## src/rtl/status_irq_pkg.sv

```systemverilog
// status_irq_pkg: status word layout and IRQ FSM states shared by the status IRQ controller.
package status_irq_pkg;
    localparam int STATUS_W         = 14;
    localparam int ENSAMP_BIT       = 13;
    localparam int CFGCHNG_BIT      = 12;
    localparam int ANALOG_RESET_BIT = 11;
    localparam int FIFO_UDF_BIT     = 10;
    localparam int FIFO_OVF_BIT     = 9;
    localparam int ADC_OVF_BIT      = 8;
    localparam int SAT_MSB          = 7;
    localparam int SAT_LSB          = 0;
    typedef enum logic [1:0] {IDLE, PULSE, WAIT, HOLDOFF} irq_state_e;
endpackage

```

## src/rtl/status_irq_fsm.sv

```systemverilog
// status_irq_fsm: IRQ pin sequencing (level/pulse, re-arm on new causes, post-clear holdoff).
module status_irq_fsm
    import status_irq_pkg::*;
#(
    parameter int PULSE_CYCLES   = 16,
    parameter int HOLDOFF_CYCLES = 4
) (
    input  logic HF_CLK,
    input  logic RST_sync,
    input  logic cause,
    input  logic new_bits,
    input  logic irq_mode,
    input  logic status_clr_pulse,
    output logic IRQ
);
    localparam int CW = $clog2((PULSE_CYCLES > HOLDOFF_CYCLES ? PULSE_CYCLES : HOLDOFF_CYCLES) + 1);
    irq_state_e state, nxt;
    logic [CW-1:0] cnt, cnt_n;
    logic mode_q, irq_n;
    always_ff @(posedge HF_CLK or posedge RST_sync) begin
        if (RST_sync) begin
            state  <= IDLE;
            cnt    <= '0;
            mode_q <= 1'b0;
            IRQ    <= 1'b0;
        end else begin
            state  <= nxt;
            cnt    <= cnt_n;
            mode_q <= irq_mode;
            IRQ    <= irq_n;
        end
    end
    // IRQ is registered from the next state so the pin tracks the state with no extra lag
    always_comb begin
        nxt   = state;
        cnt_n = cnt;
        if (status_clr_pulse) begin
            nxt   = HOLDOFF;
            cnt_n = CW'(HOLDOFF_CYCLES - 1);
        end else if (irq_mode != mode_q) begin
            nxt = IDLE;
        end else begin
            case (state)
                IDLE: if (cause && irq_mode) begin
                    nxt   = PULSE;
                    cnt_n = CW'(PULSE_CYCLES - 1);
                end
                PULSE: if (cnt == '0) nxt = WAIT; else cnt_n = cnt - 1'b1;
                WAIT: if (new_bits) begin
                    nxt   = PULSE;
                    cnt_n = CW'(PULSE_CYCLES - 1);
                end else if (!cause) nxt = IDLE;
                HOLDOFF: if (cnt == '0) nxt = IDLE; else cnt_n = cnt - 1'b1;
                default: nxt = IDLE;
            endcase
        end
        irq_n = (nxt == PULSE) || (nxt == IDLE && !irq_mode && cause);
    end
endmodule

```

## src/rtl/status_irq_ctrl.sv

```systemverilog
// status_irq_ctrl: MCU status snapshot, W1C clear generation, ENSAMP event and IRQ cause logic.
module status_irq_ctrl
    import status_irq_pkg::*;
#(
    parameter int PULSE_CYCLES   = 16,
    parameter int HOLDOFF_CYCLES = 4,
    parameter bit CLR_GUARD      = 1'b1
) (
    input  logic                HF_CLK,
    input  logic                RST_sync,
    input  logic [STATUS_W-1:0] status,
    input  logic [STATUS_W-1:0] irq_en,
    input  logic                irq_mode,
    input  logic                status_rd_strobe,
    input  logic                status_wr_strobe,
    input  logic [STATUS_W-1:0] status_wr_data,
    output logic [STATUS_W-1:0] status_rdata,
    output logic                status_clr_pulse,
    output logic [STATUS_W-1:0] status_clr_mask,
    output logic                IRQ
);
    logic [CFGCHNG_BIT:0] m;
    logic                 ens_evt, ens_prev, clr;
    logic [STATUS_W-1:0]  cv_r, cv_prev;
    // guard uses the snapshot held before this cycle's read update
    assign m   = status_wr_data[CFGCHNG_BIT:0] & (CLR_GUARD ? status_rdata[CFGCHNG_BIT:0] : '1);
    assign clr = status_wr_strobe && (|m);
    always_ff @(posedge HF_CLK or posedge RST_sync) begin
        if (RST_sync) begin
            status_rdata     <= '0;
            status_clr_pulse <= 1'b0;
            status_clr_mask  <= '0;
            ens_evt          <= 1'b0;
            ens_prev         <= 1'b0;
            cv_r             <= '0;
            cv_prev          <= '0;
        end else begin
            if (status_rd_strobe) status_rdata <= status;
            status_clr_pulse <= clr;
            status_clr_mask  <= clr ? {1'b0, m} : '0;
            ens_prev         <= status[ENSAMP_BIT];
            ens_evt          <= (status[ENSAMP_BIT] != ens_prev) ||
                                (ens_evt && !(status_wr_strobe && status_wr_data[ENSAMP_BIT]));
            cv_r             <= {ens_evt & irq_en[ENSAMP_BIT], status[CFGCHNG_BIT:0] & irq_en[CFGCHNG_BIT:0]};
            cv_prev          <= cv_r;
        end
    end
    status_irq_fsm #(
        .PULSE_CYCLES  (PULSE_CYCLES),
        .HOLDOFF_CYCLES(HOLDOFF_CYCLES)
    ) u_fsm (
        .HF_CLK          (HF_CLK),
        .RST_sync        (RST_sync),
        .cause           (|cv_r),
        .new_bits        (|(cv_r & ~cv_prev)),
        .irq_mode        (irq_mode),
        .status_clr_pulse(status_clr_pulse),
        .IRQ             (IRQ)
    );
endmodule

```

## config.mk

```make
export PLATFORM = sky130hd
export DESIGN_NAME = status_irq_ctrl
export DESIGN_NICKNAME = d
export VERILOG_FILES = /design/src/rtl/status_irq_pkg.sv /design/src/rtl/status_irq_fsm.sv /design/src/rtl/status_irq_ctrl.sv
export SDC_FILE = /design/constraint.sdc
export NUM_CORES = 1
export LEC_CHECK = 0
export CAP_MARGIN = 20
export CORE_ASPECT_RATIO = 1.5
export CORE_MARGIN = 2
export CORE_UTILIZATION = 47
export CTS_CLUSTER_SIZE = 40
export DETAILED_ROUTE_END_ITERATION = 10
export GPL_ROUTABILITY_DRIVEN = 0
export MAX_ROUTING_LAYER = met4
export PLACE_DENSITY = 0.86
export SLEW_MARGIN = 10
export SYNTH_ARGS = -nofsm -noshare
export SYNTH_HDL_FRONTEND = slang
export SYNTH_SLANG_ARGS = --single-unit
```

## constraint.sdc

```tcl
create_clock -name HF_CLK -period 2.6 [get_ports HF_CLK]
set_input_delay 0.52 -clock HF_CLK [delete_from_list [all_inputs] [get_ports HF_CLK]]
set_output_delay 0.52 -clock HF_CLK [all_outputs]
set_load 0.05 [all_outputs]
```

==> results of run 1 <==
==> layout by cell type, fill, tap and decap left out, types with 2 or more instances in the layout <==
| cell type | instances |
|---|---|
| nor4_1 | 4 |
| ha_1 | 2 |
| o22ai_1 | 3 |
| mux2_2 | 14 |
| o21ai_0 | 4 |
| nor2_1 | 3 |
| a21oi_1 | 3 |
| clkdlybuf4s50_1 | 75 |
| xnor2_1 | 2 |
| nor3_1 | 3 |
| a22oi_1 | 5 |
| o211a_1 | 3 |
| dfrtp_1 | 67 |
| and2_1 | 14 |
| inv_1 | 17 |
| nor2b_1 | 5 |
| nand3_1 | 4 |
| clkbuf_1 | 2 |
| and3_1 | 14 |
| clkinvlp_4 | 2 |
| clkbuf_8 | 10 |
| and4_1 | 2 |
| nand2_1 | 6 |
==> worst paths after layout <==
path | start | end | cells after the start
worst max-delay path | cv_r[11] | u_fsm.cnt[4] | 6
worst min-delay path | RST_sync | status_rdata[6] | 2
worst max register to register | cv_r[11] | u_fsm.cnt[4] | 6
worst min register to register | cv_r[7] | cv_prev[7] | 0
max in group asynchronous | RST_sync | cv_r[12] | 3
min in group HF_CLK | cv_r[7] | cv_prev[7] | 0
==> layout make-up <==
type | instances | area share
flip-flops and latches | 67 | 0.458
well taps | 70 | 0.0239
inverters | 18 | 0.0184
clock buffers | 12 | 0.0396
repair buffers | 77 | 0.213
clock inverters | 4 | 0.0137
multi-input cells | 112 | 0.234
==> logic make-up (layout without fill, tap and decap cells) <==
group,Yosys count,in the layout,synth area share
flops,67,67,0.641
simple gates,60,60,0.142
compound gates,33,33,0.108
buf+inv,21,111,0.0316
mux,14,14,0.0603
fa+ha+maj,2,2,0.00956
xor+xnor,2,2,0.00670
other cells,1,1,0.00143
==> layer usage <==
| layer | global-route usage | wire length [um] | vias to the layer above |
|---|---|---|---|
| met5 | - | 0 | - |
| li1 | - | - | 872 |
| met2 | 0.389 | 3320 | 56 |
| met4 | 0.112 | 136 | 0 |
| met3 | 0.0543 | 268 | 11 |
| met1 | 0.238 | 2140 | 922 |
==> worst reg2reg max path, cell delays in order, from the launching register on <==
cell and delay (ps):
dfrtp_1 410, nor2b_4 140, a2111oi_4 340, o2111ai_2 190
nor4_4 510, o21ai_2 180, a211o_1 280
==> report_power, final <==
group	internal, mW	switching, mW	total [mW]
clock network	0.468	0.379	0.847
logic	0.206	0.271	0.477
registers	1.12	0.0544	1.17
==> stage by stage <==
stage                     cells  instance area (um2)   util
after floorplan             200                 2620      -
after global placement      344                 3470  0.641
after detailed placement    344                 3470  0.641
after CTS                   360                 3660  0.677
after global routing        360                 3660  0.677
final                       360                 3660  0.677
==> synth_stat cells, types with 2 or more instances <==
library cell | number | area, um2
and3_1 | 14 | 87.6
nand2_1 | 6 | 22.5
nor2b_1 | 5 | 31.3
nand3_1 | 4 | 20.0
ha_1 | 2 | 25.0
o22ai_1 | 3 | 18.8
nor2_1 | 3 | 11.3
clkbuf_1 | 2 | 7.51
mux2_2 | 14 | 158
dfrtp_1 | 67 | 1680
o21ai_0 | 4 | 20.0
inv_1 | 18 | 67.6
and4_1 | 2 | 17.5
nor3_1 | 3 | 15.0
a22oi_1 | 5 | 37.5
and2_1 | 14 | 87.6
a21oi_1 | 3 | 15.0
o211a_1 | 3 | 30.0
xnor2_1 | 2 | 17.5
nor4_1 | 4 | 25.0
==> sequential cells by signal (all words and copies together) (netlist names) <==
signal / cells
ens_evt: 1
status_rdata: 14
status_clr_pulse: 1
u_fsm.state: 2
ens_prev: 1
u_fsm.mode_q: 1
status_clr_mask: 13
cv_r: 14
cv_prev: 14
u_fsm.cnt: 5
u_fsm.IRQ: 1
==> results.json, run 1 <==
{
  "fin_worst_skew_ps": 6.85,
  "synth_ff_type": "dfrtp_1",
  "syn_area_per_cell_um2": 13.1,
  "power.total_mw": 2.49,
  "track_usage": 0.225,
  "dieArea_um2": 6190,
  "grt_pass1_vias": 2091,
  "clk_latency_ps": 350,
  "end_kind": "register",
  "slew-limit-headroom": 0.626,
  "yosysWarnings": 0,
  "finalSetupViolCount": 0,
  "n_fill_cell": 406,
  "ys_seq_area_frac": 0.641,
  "synthCells": 200,
  "leakage_nw": 1.65,
  "rsz0062_at_grt": "false",
  "grt.overflow.total": 0,
  "clkSinkCount": 67,
  "post_cts_resize_count": 0,
  "synth_edf_count": 0,
  "path_max_fanout": 7,
  "grt_antenna_before_repair": 0,
  "viasPerCell": 5.17,
  "cts-hold-fix-buffers": 0,
  "core_um2": 5410,
  "die_w_um": 64.9,
  "drive_above_1_share": 0.131,
  "drc": 0,
  "grt_pass1_wl_um": 9830,
  "p_per_area_nw_per_um2": 681,
  "h-tree-depth": 3,
  "ioPinCount": 77,
  "drv_slew": 0,
  "yosysUniqueCellTypes": 42,
  "portBuffers": 75,
  "clk_path_buf_depth": 2,
  "drt_first_iter_violations": 113,
  "crit_path_max_incr_delay_ps": 510,
  "fin_setup_tns_ps": 0,
  "grt_max_degree": 61,
  "dp_hpwl_um": 4450,
  "antennaDiodeCount": 0,
  "post_cts_buffers": 0,
  "max_freq_mhz": 462,
  "startpoint_type": "register",
  "timing.final.crit_share": 0.833,
  "crit_type": "reg2reg",
  "synth-seq-cells": 67,
  "hold_path.class": "in2async",
  "synthToLayoutAreaGrowth_pct": 40.0,
  "hold_viol_final": 0,
  "vias": 1861,
  "place_ws_ps": 407,
  "fin_crit_ps": 2170,
  "clkTransAtPathRegs_ps": 70,
  "multi_input_area_um2": 857,
  "fin_hold_ws_ps": 394,
  "worst_pin_slew_ps": 554,
  "die_h_um": 95.4,
  "maxCapViolCount": 0,
  "start_util": 0.484,
  "syn_nets": 249,
  "drt-total-wl_um": 5860,
  "critPathRequiredTime_ps": 2830,
  "peakVddDrop_mv": 0.548,
  "cp_slowest_cell": "nor4_4",
  "crit_family": "compound AO/OA/AOI/OAI gates",
  "cp.arrival_ps": 2400,
  "cts_tree": "yes",
  "async_flop_share": 1.00,
  "fin_nets": 334,
  "r2r_slack_ps": 430,
  "seq_area_um2": 1680,
  "cts_buffers": 9,
  "first_pass_iters": 4,
  "ant_nets": 0,
  "path_cells": "nor2b_4 -> a2111oi_4 -> o2111ai_2 -> nor4_4 -> o21ai_2 -> a211o_1",
  "synthesis.area_um2": 2620,
  "setup_ws_ps": 433,
  "rows": 33,
  "outcome": "completed",
  "cp.buffers_inverters": 0,
  "clockRootBuffer": "clkbuf_8",
  "routedWlPerCell_um": 16.3
}
(Power assumes the default switching activity.)
==> run 2: changes to the inputs <==
clock period = 2.2 ns   (was 2.6 ns; I/O delays follow)
==> run 2 against run 1 <==
Combinational power is 19% higher. Largest cell class unchanged. Via count is 2.2% higher. Wire length is 2.6% lower. Die area unchanged. Hold slack improved by 8.9 ps. Power rose by 21%. Utilization grew 0.60 points. Flip-flop and latch count stayed put. Non-clock buffer count increased by 1. Register-to-register slack lost 230 ps. Highest routed layer unchanged. Design area up 0.89%.
==> results.json, run 2 (synthesis results as in run 1) <==
{
  "reg_top3": "cv_prev: 14 flops, cv_r: 14 flops, status_rdata: 14 flops",
  "fin_nets": 335,
  "synthToLayoutAreaGrowth_pct": 41.2,
  "cp.arrival_ps": 1630,
  "startpoint_type": "register",
  "drc": 0,
  "grt_max_degree": 68,
  "fin_worst_skew_ps": 5.55,
  "fin_hold_ws_ps": 402,
  "hold_viol_final": 0,
  "h-tree-depth": 3,
  "r2r-start": "cv_r[11]",
  "cts_buffers": 9,
  "vias": 1902,
  "rsz0062_at_grt": "false",
  "cts-hold-fix-buffers": 0,
  "clk_latency_ps": 340,
  "clockRootBuffer": "clkbuf_8",
  "dieArea_um2": 6190,
  "critPathRequiredTime_ps": 1760,
  "antennaDiodeCount": 0,
  "rows": 33,
  "clkTransAtPathRegs_ps": 70,
  "crit_family": "buffers and inverters",
  "start_util": 0.484,
  "path_cells": "clkdlybuf4s50_1",
  "ioPinCount": 77,
  "viasPerCell": 5.27,
  "clkSinkCount": 67,
  "maxCapViolCount": 0,
  "grt_pass1_vias": 1964,
  "fin_crit_ps": 2070,
  "mostFrequentLayoutCells": "75 x clkdlybuf4s50_1, 67 x dfrtp_1, 17 x inv_1",
  "drt-total-wl_um": 5710,
  "peakVddDrop_mv": 0.459,
  "drt_first_iter_violations": 135,
  "worst_pin_slew_ps": 541,
  "layout.cells.non_filler": 361,
  "path_max_fanout": 6,
  "grt_pass1_wl_um": 9380,
  "leakage_nw": 1.68,
  "ant_nets": 0,
  "finalSetupViolCount": 0,
  "post_cts_buffers": 0,
  "cp_slowest_cell": "clkdlybuf4s50_1",
  "clk_path_buf_depth": 2,
  "n_fill_cell": 392,
  "slew-limit-headroom": 0.638,
  "track_usage": 0.216,
  "drive_above_1_share": 0.144,
  "drv_slew": 0,
  "cts_tree": "yes",
  "cp.buffers_inverters": 1,
  "crit_type": "reg2out",
  "crit_path_max_incr_delay_ps": 840,
  "final_common_cell": "clkdlybuf4s50_1",
  "utilization": 0.683,
  "portBuffers": 75,
  "routedWlPerCell_um": 15.8,
  "first_pass_iters": 4,
  "dp_hpwl_um": 4270,
  "min-delay-start": "cv_r[7]",
  "core_um2": 5410,
  "design_area_um2": 3690,
  "fin_setup_tns_ps": 0,
  "die_w_um": 64.9,
  "post-place-cells": 345,
  "grt.overflow.total": 0,
  "place_area_um2": 3470,
  "timing.final.crit_share": 0.939,
  "outcome": "completed",
  "crit_start": "status_clr_pulse",
  "end_kind": "output port",
  "die_h_um": 95.4,
  "max_freq_mhz": 484,
  "hold_path.class": "reg2reg",
  "p_per_area_nw_per_um2": 814,
  "grt_antenna_before_repair": 0
}
run 2: cell count changes in the layout (fill, tap and decap cells not counted), sizes merged:
| cell | previous run | this run |
|---|---|---|
| clkinv | 1 | 2 |
| buf | 2 | 3 |
| clkinvlp | 2 | 1 |
run 2: metrics by stage:
stage | worst slack, ps | power [mW]
2_1_floorplan | 76.8 | 1.73
3_3_place_gp | 155 | 1.96
3_5_place_dp | 46.1 | 1.98
4_1_cts | 60.4 | 3.03
5_1_grt | 75.0 | 3.14
6_report | 133 | 3.01
run 2: worst paths after layout:
kind	end	slack [ps]	cells after the start
setup / recovery	status_clr_pulse	130	1
hold / removal	cv_prev[7]	400	0
setup reg to reg	u_fsm.cnt[4]	200	6
hold reg to reg	cv_prev[7]	400	0
max in group asynchronous	u_fsm.IRQ	1440	3
min in group asynchronous	u_fsm.cnt[3]	480	3
run 2: cell type report:
| class | instances | area (um2) | share of cell area |
|---|---|---|---|
| clock buffers | 12 | 165 | 0.0447 |
| clock inverters | 4 | 47.5 | 0.0129 |
| inverters | 18 | 67.6 | 0.0183 |
| multi-input cells | 112 | 865 | 0.234 |
| flip-flops and latches | 67 | 1680 | 0.454 |
| well taps | 70 | 87.6 | 0.0237 |
| repair buffers | 78 | 786 | 0.213 |
run 2: what timing repair did:
item	CTS	global route
gates resized for setup	0	1
endpoints found under the hold margin	0	0
setup endpoints to repair	0	5
run 2: per-layer routing:
layer,wire (um),vias up,global-route usage
li1,-,877,-
met1,2140,936,0.230
met2,3120,74,0.367
met3,276,15,0.0472
met4,168,0,0.128
met5,0,-,-
run 2: power breakdown:
group          switching [mW]  internal [mW]
Sequential             0.0646           1.32
Clock                   0.443          0.612
Combinational           0.322          0.247
Total                   0.829           2.18
==> run 3: changes to the inputs <==
CTS_CLUSTER_DIAMETER = 40   (was not set)
GPL_TIMING_DRIVEN = 0   (was not set)
RECOVER_POWER = 100   (was not set)
==> run 3 against run 2 <==
Sequential share of layout area is 0.21 points lower. Count of clock-buffer cells in the layout is 1 lower. Wire length is 4.6% higher. Global-route usage is 0.083 points higher. First-iteration DRC count is 0.74% higher. Fmax is 0.50% lower. Non-clock buffer count is 2 higher. Via count is 1.4% higher. Clock power is 15% higher. Critical path type unchanged. Design area is 0.47% higher. Largest cell class unchanged. Utilization is 0.32 points higher.
==> results.json, run 3 (synthesis results as in run 1) <==
{
  "dp_hpwl_um": 4170,
  "clockRootBuffer": "clkbuf_8",
  "max_freq_mhz": 481,
  "dr_wl_met2_um": 3300,
  "peakVddDrop_mv": 0.723,
  "path_max_fanout": 6,
  "design_area_um2": 3710,
  "grt_pass1_vias": 1962,
  "fin_hold_ws_ps": 402,
  "slew-limit-headroom": 0.118,
  "drive_above_1_share": 0.137,
  "cts_tree": "yes",
  "leakage_nw": 1.74,
  "synthToLayoutAreaGrowth_pct": 41.9,
  "hold_depth": 0,
  "dieArea_um2": 6190,
  "hold_path_end": "cv_prev[4]",
  "dr.max_layer_used": "met4",
  "fin_setup_tns_ps": 0,
  "grt_max_degree": 68,
  "hold_path.class": "reg2reg",
  "r2r-end": "u_fsm.cnt[1]",
  "antennaDiodeCount": 0,
  "fin_nets": 337,
  "die_h_um": 95.4,
  "min-delay-start": "cv_r[4]",
  "drt_first_iter_violations": 136,
  "mostFrequentLayoutCells": "67 x dfrtp_1, 43 x dlygate4sd3_1, 32 x clkdlybuf4s50_1",
  "p_per_area_nw_per_um2": 845,
  "portBuffers": 75,
  "reg_top3": "cv_prev: 14 flops, cv_r: 14 flops, status_rdata: 14 flops",
  "outcome": "completed",
  "die_w_um": 64.9,
  "final_common_cell": "dfrtp_1",
  "drc": 0,
  "clk_path_buf_depth": 2,
  "finalSetupViolCount": 0,
  "clkTransAtPathRegs_ps": 60,
  "crit_path_max_incr_delay_ps": 840,
  "cp.arrival_ps": 1640,
  "rsz0062_at_grt": "false",
  "timing.final.crit_share": 0.944,
  "path_cells": "clkdlybuf4s50_1",
  "cp_slowest_cell": "clkdlybuf4s50_1",
  "vias": 1929,
  "fin_worst_skew_ps": 5.19,
  "h-tree-depth": 3,
  "first_pass_iters": 4,
  "clkSinkCount": 67,
  "critPathRequiredTime_ps": 1760,
  "hold_viol_final": 0,
  "ant_nets": 0,
  "rows": 33,
  "core_um2": 5410,
  "drt-total-wl_um": 5970,
  "grt_antenna_before_repair": 0,
  "cp.buffers_inverters": 1,
  "r2r_cells": 7,
  "ioPinCount": 77,
  "utilization": 0.686,
  "crit_type": "reg2out",
  "r2r-start": "cv_r[11]",
  "cts_buffers": 9,
  "viasPerCell": 5.31,
  "drv_slew": 0,
  "track_usage": 0.217,
  "r2r_slack_ps": 140,
  "fin_crit_ps": 2080,
  "startpoint_type": "register",
  "end_kind": "output port",
  "maxCapViolCount": 0,
  "grt.overflow.total": 0,
  "routed-wl-met3_um": 303,
  "routedWlPerCell_um": 16.4,
  "drt-met1-wl_um": 2250,
  "crit_family": "buffers and inverters",
  "clk_latency_ps": 330,
  "grt_pass1_wl_um": 9450,
  "place_area_um2": 3460,
  "worst_pin_slew_ps": 1320,
  "start_util": 0.484
}
run 3: cell types whose count changed in the layout (fill, tap and decap cells not counted), sizes merged:
cell,before,now
clkdlybuf4s50,75,32
dlygate4sd3,0,43
bufinv,1,3
clkbuf,12,13
clkinvlp,1,0
run 3: per-stage QoR:
stage                     total power [mW]  setup slack (ps)  std cells
after CTS                             3.18              73.8        361
after floorplan                       1.73              76.8        200
after global placement                1.95              -930        345
final                                 3.14               123        363
after detailed placement              1.97             -13.1        345
after global routing                  3.26              26.4        363
run 3: worst max path at each step:
stage	start	end	slack, ps	cells after the start
after floorplan	RST_sync	cv_prev[0]	80	1
after global placement	RST_sync	status_rdata[11]	-930	2
after detailed placement	status_rd_strobe	status_rdata[0]	-10	3
after CTS	u_fsm.cnt[0]	u_fsm.cnt[4]	70	8
after global routing	cv_r[11]	u_fsm.cnt[1]	30	7
final	status_clr_pulse	status_clr_pulse	120	1
run 3: report_power, final:
group	internal, mW	switching (mW)	total [mW]
clock	0.780	0.425	1.21
sequential	1.32	0.0626	1.38
combinational	0.222	0.327	0.549
total	2.32	0.815	3.14
run 3: per-layer routing:
metal,vias to the layer above,GRT usage
met1,954,0.240
met4,0,0.0816
met5,-,-
met3,10,0.0555
met2,78,0.375
li1,887,-
run 3: repair_timing:
| action | 4_1_cts | 5_1_grt |
|---|---|---|
| hold buffers | 0 | 0 |
| resized for setup | 0 | 1 |
| setup endpoints to repair | 1 | 4 |
| setup buffers | 0 | 2 |
| pin swaps | 1 | 1 |
run 3: cell type report:
type                    count  area (um2)
repair buffers             77         766
plain buffers               3        15.0
multi-input cells         112         858
well taps                  70        87.6
fillers                   392        1700
flip-flops and latches     67        1680
clock buffers              11         141
clock inverters             5         100
inverters                  18        67.6
